<file path="src/rtl/hazard_pkg.sv">
// Shared types and limits for the scoreboard hazard unit.
package hazard_pkg;

    typedef enum logic {HZ_IDLE, HZ_FLUSH} hz_state_e;

    localparam int MAX_LOAD_LAT     = 15;
    localparam int MAX_FLUSH_CYCLES = 7;
    localparam int FCNT_W           = $clog2(MAX_FLUSH_CYCLES + 1);

endpackage

</file>
<file path="src/rtl/hz_sb_entry.sv">
// One scoreboard slot: countdown of cycles until a loaded register is safe to read.
module hz_sb_entry
    import hazard_pkg::*;
#(
    parameter int LOAD_LAT = 2
) (
    input  logic clk_i,
    input  logic rst_ni,
    input  logic load_i,
    output logic pending_o
);

    localparam int                CNT_W  = $clog2(LOAD_LAT + 1);
    localparam logic [CNT_W-1:0]  RELOAD = CNT_W'(LOAD_LAT - 1);

    logic [CNT_W-1:0] cnt_q;
    logic [CNT_W-1:0] cnt_d;

    // A fresh load always restarts the countdown, even over a pending one.
    always_comb begin
        cnt_d = cnt_q;
        if (load_i) begin
            cnt_d = RELOAD;
        end else if (cnt_q != '0) begin
            cnt_d = cnt_q - CNT_W'(1);
        end
    end

    always_ff @(posedge clk_i or negedge rst_ni) begin
        if (!rst_ni) begin
            cnt_q <= '0;
        end else begin
            cnt_q <= cnt_d;
        end
    end

    assign pending_o = (cnt_q != '0);

endmodule

</file>
<file path="src/rtl/hazard_unit_sb.sv">
// Scoreboard hazard unit: load-use stalls plus a redirect flush window.
// Optional saturating perf counters are enabled with the HAZARD_PERF_EN macro.
module hazard_unit_sb
    import hazard_pkg::*;
#(
    parameter int REG_ADDR_W   = 3,
    parameter int LOAD_LAT     = 2,
    parameter int FLUSH_CYCLES = 1,
    parameter int PERF_W       = 16
) (
    input  logic                  clk_i,
    input  logic                  rst_ni,
    input  logic                  issue_valid_i,
    input  logic                  issue_mem_read_i,
    input  logic [REG_ADDR_W-1:0] issue_rd_addr_i,
    input  logic [REG_ADDR_W-1:0] rs1_addr_i,
    input  logic [REG_ADDR_W-1:0] rs2_addr_i,
    input  logic                  rs1_used_i,
    input  logic                  rs2_used_i,
    input  logic                  jal_en_i,
    input  logic                  jalr_en_i,
    input  logic                  branch_taken_i,
    output logic                  stall_o,
    output logic                  if_de_flush_o,
    output logic                  de_mw_flush_o,
    output logic                  busy_o,
    output logic [PERF_W-1:0]     stall_count_o,
    output logic [PERF_W-1:0]     flush_count_o
);

    localparam int                NUM_REGS     = 2 ** REG_ADDR_W;
    localparam logic [FCNT_W-1:0] FLUSH_RELOAD = FCNT_W'(FLUSH_CYCLES - 1);

    if (LOAD_LAT < 1 || LOAD_LAT > MAX_LOAD_LAT) begin : gLoadLatCheck
        $error("hazard_unit_sb: LOAD_LAT out of range 1..15");
    end
    if (FLUSH_CYCLES < 1 || FLUSH_CYCLES > MAX_FLUSH_CYCLES) begin : gFlushCheck
        $error("hazard_unit_sb: FLUSH_CYCLES out of range 1..7");
    end

    logic [NUM_REGS-1:0] pending;
    logic                loadAccept;
    logic                rs1Hit;
    logic                rs2Hit;
    logic                hit;
    logic                redirect;
    logic                flushActive;
    hz_state_e           state_q;
    logic [FCNT_W-1:0]   fcnt_q;

    assign loadAccept = issue_valid_i && issue_mem_read_i && (issue_rd_addr_i != '0);

    assign pending[0] = 1'b0;
    for (genvar r = 1; r < NUM_REGS; r++) begin : gEntry
        hz_sb_entry #(
            .LOAD_LAT (LOAD_LAT)
        ) uEntry (
            .clk_i     (clk_i),
            .rst_ni    (rst_ni),
            .load_i    (loadAccept && (issue_rd_addr_i == REG_ADDR_W'(r))),
            .pending_o (pending[r])
        );
    end

    // The bypass match on a same-cycle load makes the consumer wait the full LOAD_LAT.
    assign rs1Hit = rs1_used_i && (rs1_addr_i != '0) &&
                    (pending[rs1_addr_i] || (loadAccept && (rs1_addr_i == issue_rd_addr_i)));
    assign rs2Hit = rs2_used_i && (rs2_addr_i != '0) &&
                    (pending[rs2_addr_i] || (loadAccept && (rs2_addr_i == issue_rd_addr_i)));

    // Combinational paths are qualified by reset so every output reads 0 while held in reset.
    assign hit      = (rs1Hit || rs2Hit) && rst_ni;
    assign redirect = (jal_en_i || jalr_en_i || branch_taken_i) && rst_ni;

    always_ff @(posedge clk_i or negedge rst_ni) begin
        if (!rst_ni) begin
            state_q <= HZ_IDLE;
            fcnt_q  <= '0;
        end else if (redirect) begin
            if (FLUSH_CYCLES > 1) begin
                state_q <= HZ_FLUSH;
                fcnt_q  <= FLUSH_RELOAD;
            end else begin
                state_q <= HZ_IDLE;
                fcnt_q  <= '0;
            end
        end else if (state_q == HZ_FLUSH) begin
            if (fcnt_q <= FCNT_W'(1)) begin
                state_q <= HZ_IDLE;
                fcnt_q  <= '0;
            end else begin
                fcnt_q  <= fcnt_q - FCNT_W'(1);
            end
        end
    end

    // A stalled consumer on the wrong path is simply killed, so flush beats stall.
    assign flushActive   = redirect || (state_q == HZ_FLUSH);
    assign de_mw_flush_o = flushActive;
    assign stall_o       = hit && !flushActive;
    assign if_de_flush_o = stall_o;
    assign busy_o        = |pending;

`ifdef HAZARD_PERF_EN
    logic [PERF_W-1:0] stallCnt_q;
    logic [PERF_W-1:0] flushCnt_q;

    always_ff @(posedge clk_i or negedge rst_ni) begin
        if (!rst_ni) begin
            stallCnt_q <= '0;
            flushCnt_q <= '0;
        end else begin
            if (stall_o && !(&stallCnt_q)) begin
                stallCnt_q <= stallCnt_q + PERF_W'(1);
            end
            if (redirect && !(&flushCnt_q)) begin
                flushCnt_q <= flushCnt_q + PERF_W'(1);
            end
        end
    end

    assign stall_count_o = stallCnt_q;
    assign flush_count_o = flushCnt_q;
`else
    assign stall_count_o = '0;
    assign flush_count_o = '0;
`endif

endmodule

</file>
<file path="config.mk">
export PLATFORM = sky130hd
export DESIGN_NAME = hazard_unit_sb
export DESIGN_NICKNAME = d
export VERILOG_FILES = /design/src/rtl/hazard_pkg.sv /design/src/rtl/hz_sb_entry.sv /design/src/rtl/hazard_unit_sb.sv
export SDC_FILE = /design/constraint.sdc
export NUM_CORES = 1
export LEC_CHECK = 0
export ABC_CLOCK_PERIOD_IN_PS = 2200
export CORE_UTILIZATION = 40
export CTS_BUF_LIST = sky130_fd_sc_hd__clkbuf_4
export CTS_CLUSTER_DIAMETER = 50
export DETAILED_ROUTE_END_ITERATION = 10
export PLACE_DENSITY = 0.72
export SETUP_SLACK_MARGIN = 0.5
export SLEW_MARGIN = 40
export SYNTH_ARGS = -nofsm -noshare
export SYNTH_HDL_FRONTEND = slang
export SYNTH_HIERARCHICAL = 1
export SYNTH_SLANG_ARGS = --single-unit
</file>
<file path="constraint.sdc">
create_clock -name clk_i -period 2.2 [get_ports clk_i]
set_input_delay 0.44 -clock clk_i [delete_from_list [all_inputs] [get_ports clk_i]]
set_output_delay 0.44 -clock clk_i [all_outputs]
set_load 0.01 [all_outputs]
</file>
==> impl_summary.md <==
Global route
The pin count of the biggest net entering global routing is 20. The number of global-route vias before repair came to about 1200. The wire length of the first global-routing pass is 5023 um.

For this run, the total global-route usage over all layers was measured as 16.06%. Summed over all layers, the global routing overflow is 0. The number of antenna violations at the first check in global routing is 0.

Worst setup path
The maximum fanout along the worst path is 3. The worst setup path is captured at an output pin. By startpoint and endpoint, the worst setup path is classified as input port to output pin. At the worst endpoint, the arrival time is about 1.9 ns.

The worst setup path is launched from an input port. Tracing the worst setup path back leads to its startpoint at issue_valid_i. The reg-to-reg startpoint is gEntry[6].uEntry/cnt_q[1]. The cell count of the worst reg-to-reg path is 7. Data on the critical path is required at its endpoint by roughly 1.8 ns.

The endpoint identified for the worst register-to-register timing path is gEntry[6].uEntry/cnt_q[1]. The capturing instance or port of the critical path is if_de_flush_o. The setup slack of the worst register-to-register path is a little over 0.9 ns.

Cells and area
0 antenna diodes ended up in the layout. The signed area change from the synthesized netlist to the final layout is 36.77%. The area occupied by multi-input gates is 905.9 sq um. The total of fill cells in the finished design is roughly 350. The final layout contains approximately 280 nets.

The fraction of layout instances using a drive strength above 1 is 35.77%. The most common library cell in the layout ignoring fill and taps is buf_4. The sequential cell area is between 400 and 500 sq um. The finished cells cover ~0.0021 sq mm. Leaving out fill and tap cells, the most frequent cells in the layout are 47 x buf_4, 32 x conb_1, 19 x inv_1.

Run status
The checks that failed: setup timing. The run finished, with violations left.

Floorplan
The horizontal die dimension is 64.56 um. The total I/O pin count is 54. For this configuration, the core starts out at a cell density of between 40% and 50%. The core box area is 0.003716 sq mm. The die is 64.56 um tall. The count of standard-cell rows is 22. The floorplan step defined a die boundary enclosing approximately 0.0042 sq mm.

Power and ir drop
The combinational fraction of design power is roughly two thirds. The analysis attributes to net switching a power of roughly 800 uW. For this design the ratio of total power to cell area is approximately 1000 mW/mm^2. Of the total power, the share spent switching nets is between 30% and 40%.

The worst-case IR drop observed on VDD is about 0.00058 V. The leakage power total is roughly 0.0011 uW. The sequential fraction of design power is 24.5%.

Cell internal power was estimated by the tool at between 1000 and 1500 uW. The clock share of power is around 7.6%.

Timing
The number of hold violations in the final report is 0. Setup violations remaining at the end of the flow were counted as 2. The part of the cycle the worst path needs is 104.5%.

The number of max-slew violations in the final report came to 0. The highest achievable clock rate is roughly 440 MHz. Setup repair after global routing could not meet its margin everywhere. Once routing completed, OpenROAD measured the worst setup slack at -0.09863 ns. After layout, the minimum clock period comes to around 2.3 ns.

The post-route clock skew is between 0.004 and 0.005 ns. The worst hold margin is ~0.34 ns.

Synthesis
Yosys printed 6 warnings. Synthesis produced a netlist whose cell count is about 180. The synthesized netlist devotes 7.194% of its cell area to adder and majority cells.

The average size of a mapped cell is 8.843 sq um. The count of unique library cells instantiated by Yosys is 29. The synthesized netlist devotes between 10% and 20% of its cell area to simple gates. The proportion of synthesized area in mux cells is under 10%. After synthesis, the largest family of logic cells by area is buffers and inverters. Of the synthesized area, sequential elements account for 28.78%. The area fraction in compound gates after synthesis is 12.23%.

The mapped netlist covers 0.001565 sq mm. The fraction of synthesized cell area in xor and xnor cells is roughly 7.3%. After synthesis the netlist holds a flip-flop and latch count of 18.

Detailed routing
The detail-routed via count per cell is around 4.4. In this run the top signal layer used is met4. The DRC violation total after the first TritonRoute iteration is 39. The total iterations of the first detailed-routing run is 4. The detailed router placed ~1300 vias in this run. The total routed wire length on the met1 layer is between 1000 and 1500 um.

In the detailed route, the total length drawn on met2 is around 1600 um. The number of routed nets with antenna violations is 0. The routed design uses 100 um of met3 wire. After detailed routing, the total wire length is between 3000 and 4000 um. The wire length per cell after detailed routing is around 11 um.

The post-route DRC violation count is 0.

Worst hold path
In this run the worst hold path is classified as input port to async pin.

CTS
Clock tree synthesis found a total of 18 sinks. The number of buffers added by the clock tree synthesis step is 3. The buffer levels on the longest clock path is 2. The clock tree from TritonCTS is done.

Hold repair after CTS inserted 0 buffers. The maximum level of the CTS H-tree is 1. At the later pin of the worst-skew pair, clock insertion delay measures around 0.30 ns.

The clock-pin slew reported for the worst setup and hold paths after clock tree synthesis is roughly 0.1 ns. The root buffer cell is clkbuf_4.

Placement
The routability congestion estimate from global placement is approximately 0.85. The post-placement cell area is around 0.002 sq mm. After legalization and detailed placement, the total HPWL measured 2423 um. The number of buffers added on ports is 21.

Flow run
The count of maximum capacitance violations is 0.
cells by family (layout without fill, tap and decap cells):
family	count (synthesis)	after routing
AOI/OAI and AO/OA	19	19
buffers and inverters	64	102
adders and majority gates	9	9
xor gates and xnor gates	13	13
and+or+nand+nor	47	47
DFF	18	18
other	1	32
muxes	6	6
stage by stage:
step | util, % | total power (uW) | TNS, ns | setup WS, ns | cells
2_1_floorplan | - | 1312 | 0 | 0.2640 | 208
3_3_place_gp | 52.86 | 1735 | -1.366 | -0.5549 | 277
3_5_place_dp | 52.86 | 1782 | -1.412 | -0.5797 | 277
4_1_cts | 54.41 | 2045 | -0.1842 | -0.09228 | 285
5_1_grt | 57.61 | 2418 | -0.4300 | -0.2158 | 294
6_report | 57.61 | 2226 | -0.1971 | -0.09863 | 294
area by class of cell:
cell class / instances / share of cell area, %
multi-input cells: 126 / 42.31
repair buffers: 73 / 28.11
flip-flops and latches: 18 / 21.04
inverters: 26 / 4.676
well taps: 48 / 2.805
clock buffers: 3 / 1.052
how the worst min path moves through the flow:
stage	endpoint	slack (ns)	cells past startpoint
floorplan	fcnt_q[0]	0.14	0
global placement	fcnt_q[0]	0.53	2
detailed placement	fcnt_q[0]	0.54	1
CTS	state_q	0.35	3
global route	state_q	0.36	3
finish	state_q	0.34	3
sequential cells by signal, summed over array words and instances, names as in the netlist:
name / flops
state_q: 1
fcnt_q: 3
gEntry.uEntry/cnt_q: 14
what timing repair did:
action,CTS,global route
pin swaps,9,8
buffers inserted,5,9
resized for setup,51,14
endpoints found under the setup margin,5,4
power groups by stage:
stage                     logic [uW]  clock network, uW  registers, uW
after CTS                       1330                178            541
after global placement          1200                  0            539
after global routing            1670                193            559
after floorplan                  766                  0            546
after detailed placement        1230                  0            550
final                           1510                170            545
critical path, stage by stage:
cell	delay, ns
clkdlybuf4s50_1	0.53
o311ai_4	0.13
nor4_1	0.37
nor3_2	0.09
o22ai_2	0.13
buf_2	0.16
Yosys cell counts:
master    count  area, sq um
nor2b_1       7        43.79
xor2_1       13        113.9
o32ai_1       1        8.760
o311ai_4      1        26.28
o21ai_0       2        10.01
clkbuf_1      2        7.510
conb_1        1        3.750
nand2_1       6        22.52
nor3b_1       2        15.01
nand3_1       2        10.01
nand2b_1     10        62.56
nand4_1       2        12.51
buf_4        34        255.2
clkbuf_2      1        5.000
nor2_1        6        22.52
o31a_1        1        8.760
nor3_1        6        30.03
a211oi_2      7        87.58
or3_1         2        12.51
o22ai_1       3        18.77
a211oi_1      2        15.01
o31ai_1       1        7.510
a31o_2        1        8.760
nor4_1        4        25.02
ha_1          9        112.6
buf_6         1        11.26
dfrtp_1      18        450.4
mux2i_1       6        60.06
inv_1        26        97.59
per-layer routing:
metal  up-vias  global-route usage, %
met1       607                  19.74
met3         5                  1.761
met2        33                  27.50
li1        656                      -
met5         -                      0
met4         0                  8.333
No activity file was read; power rests on OpenSTA's default activity.
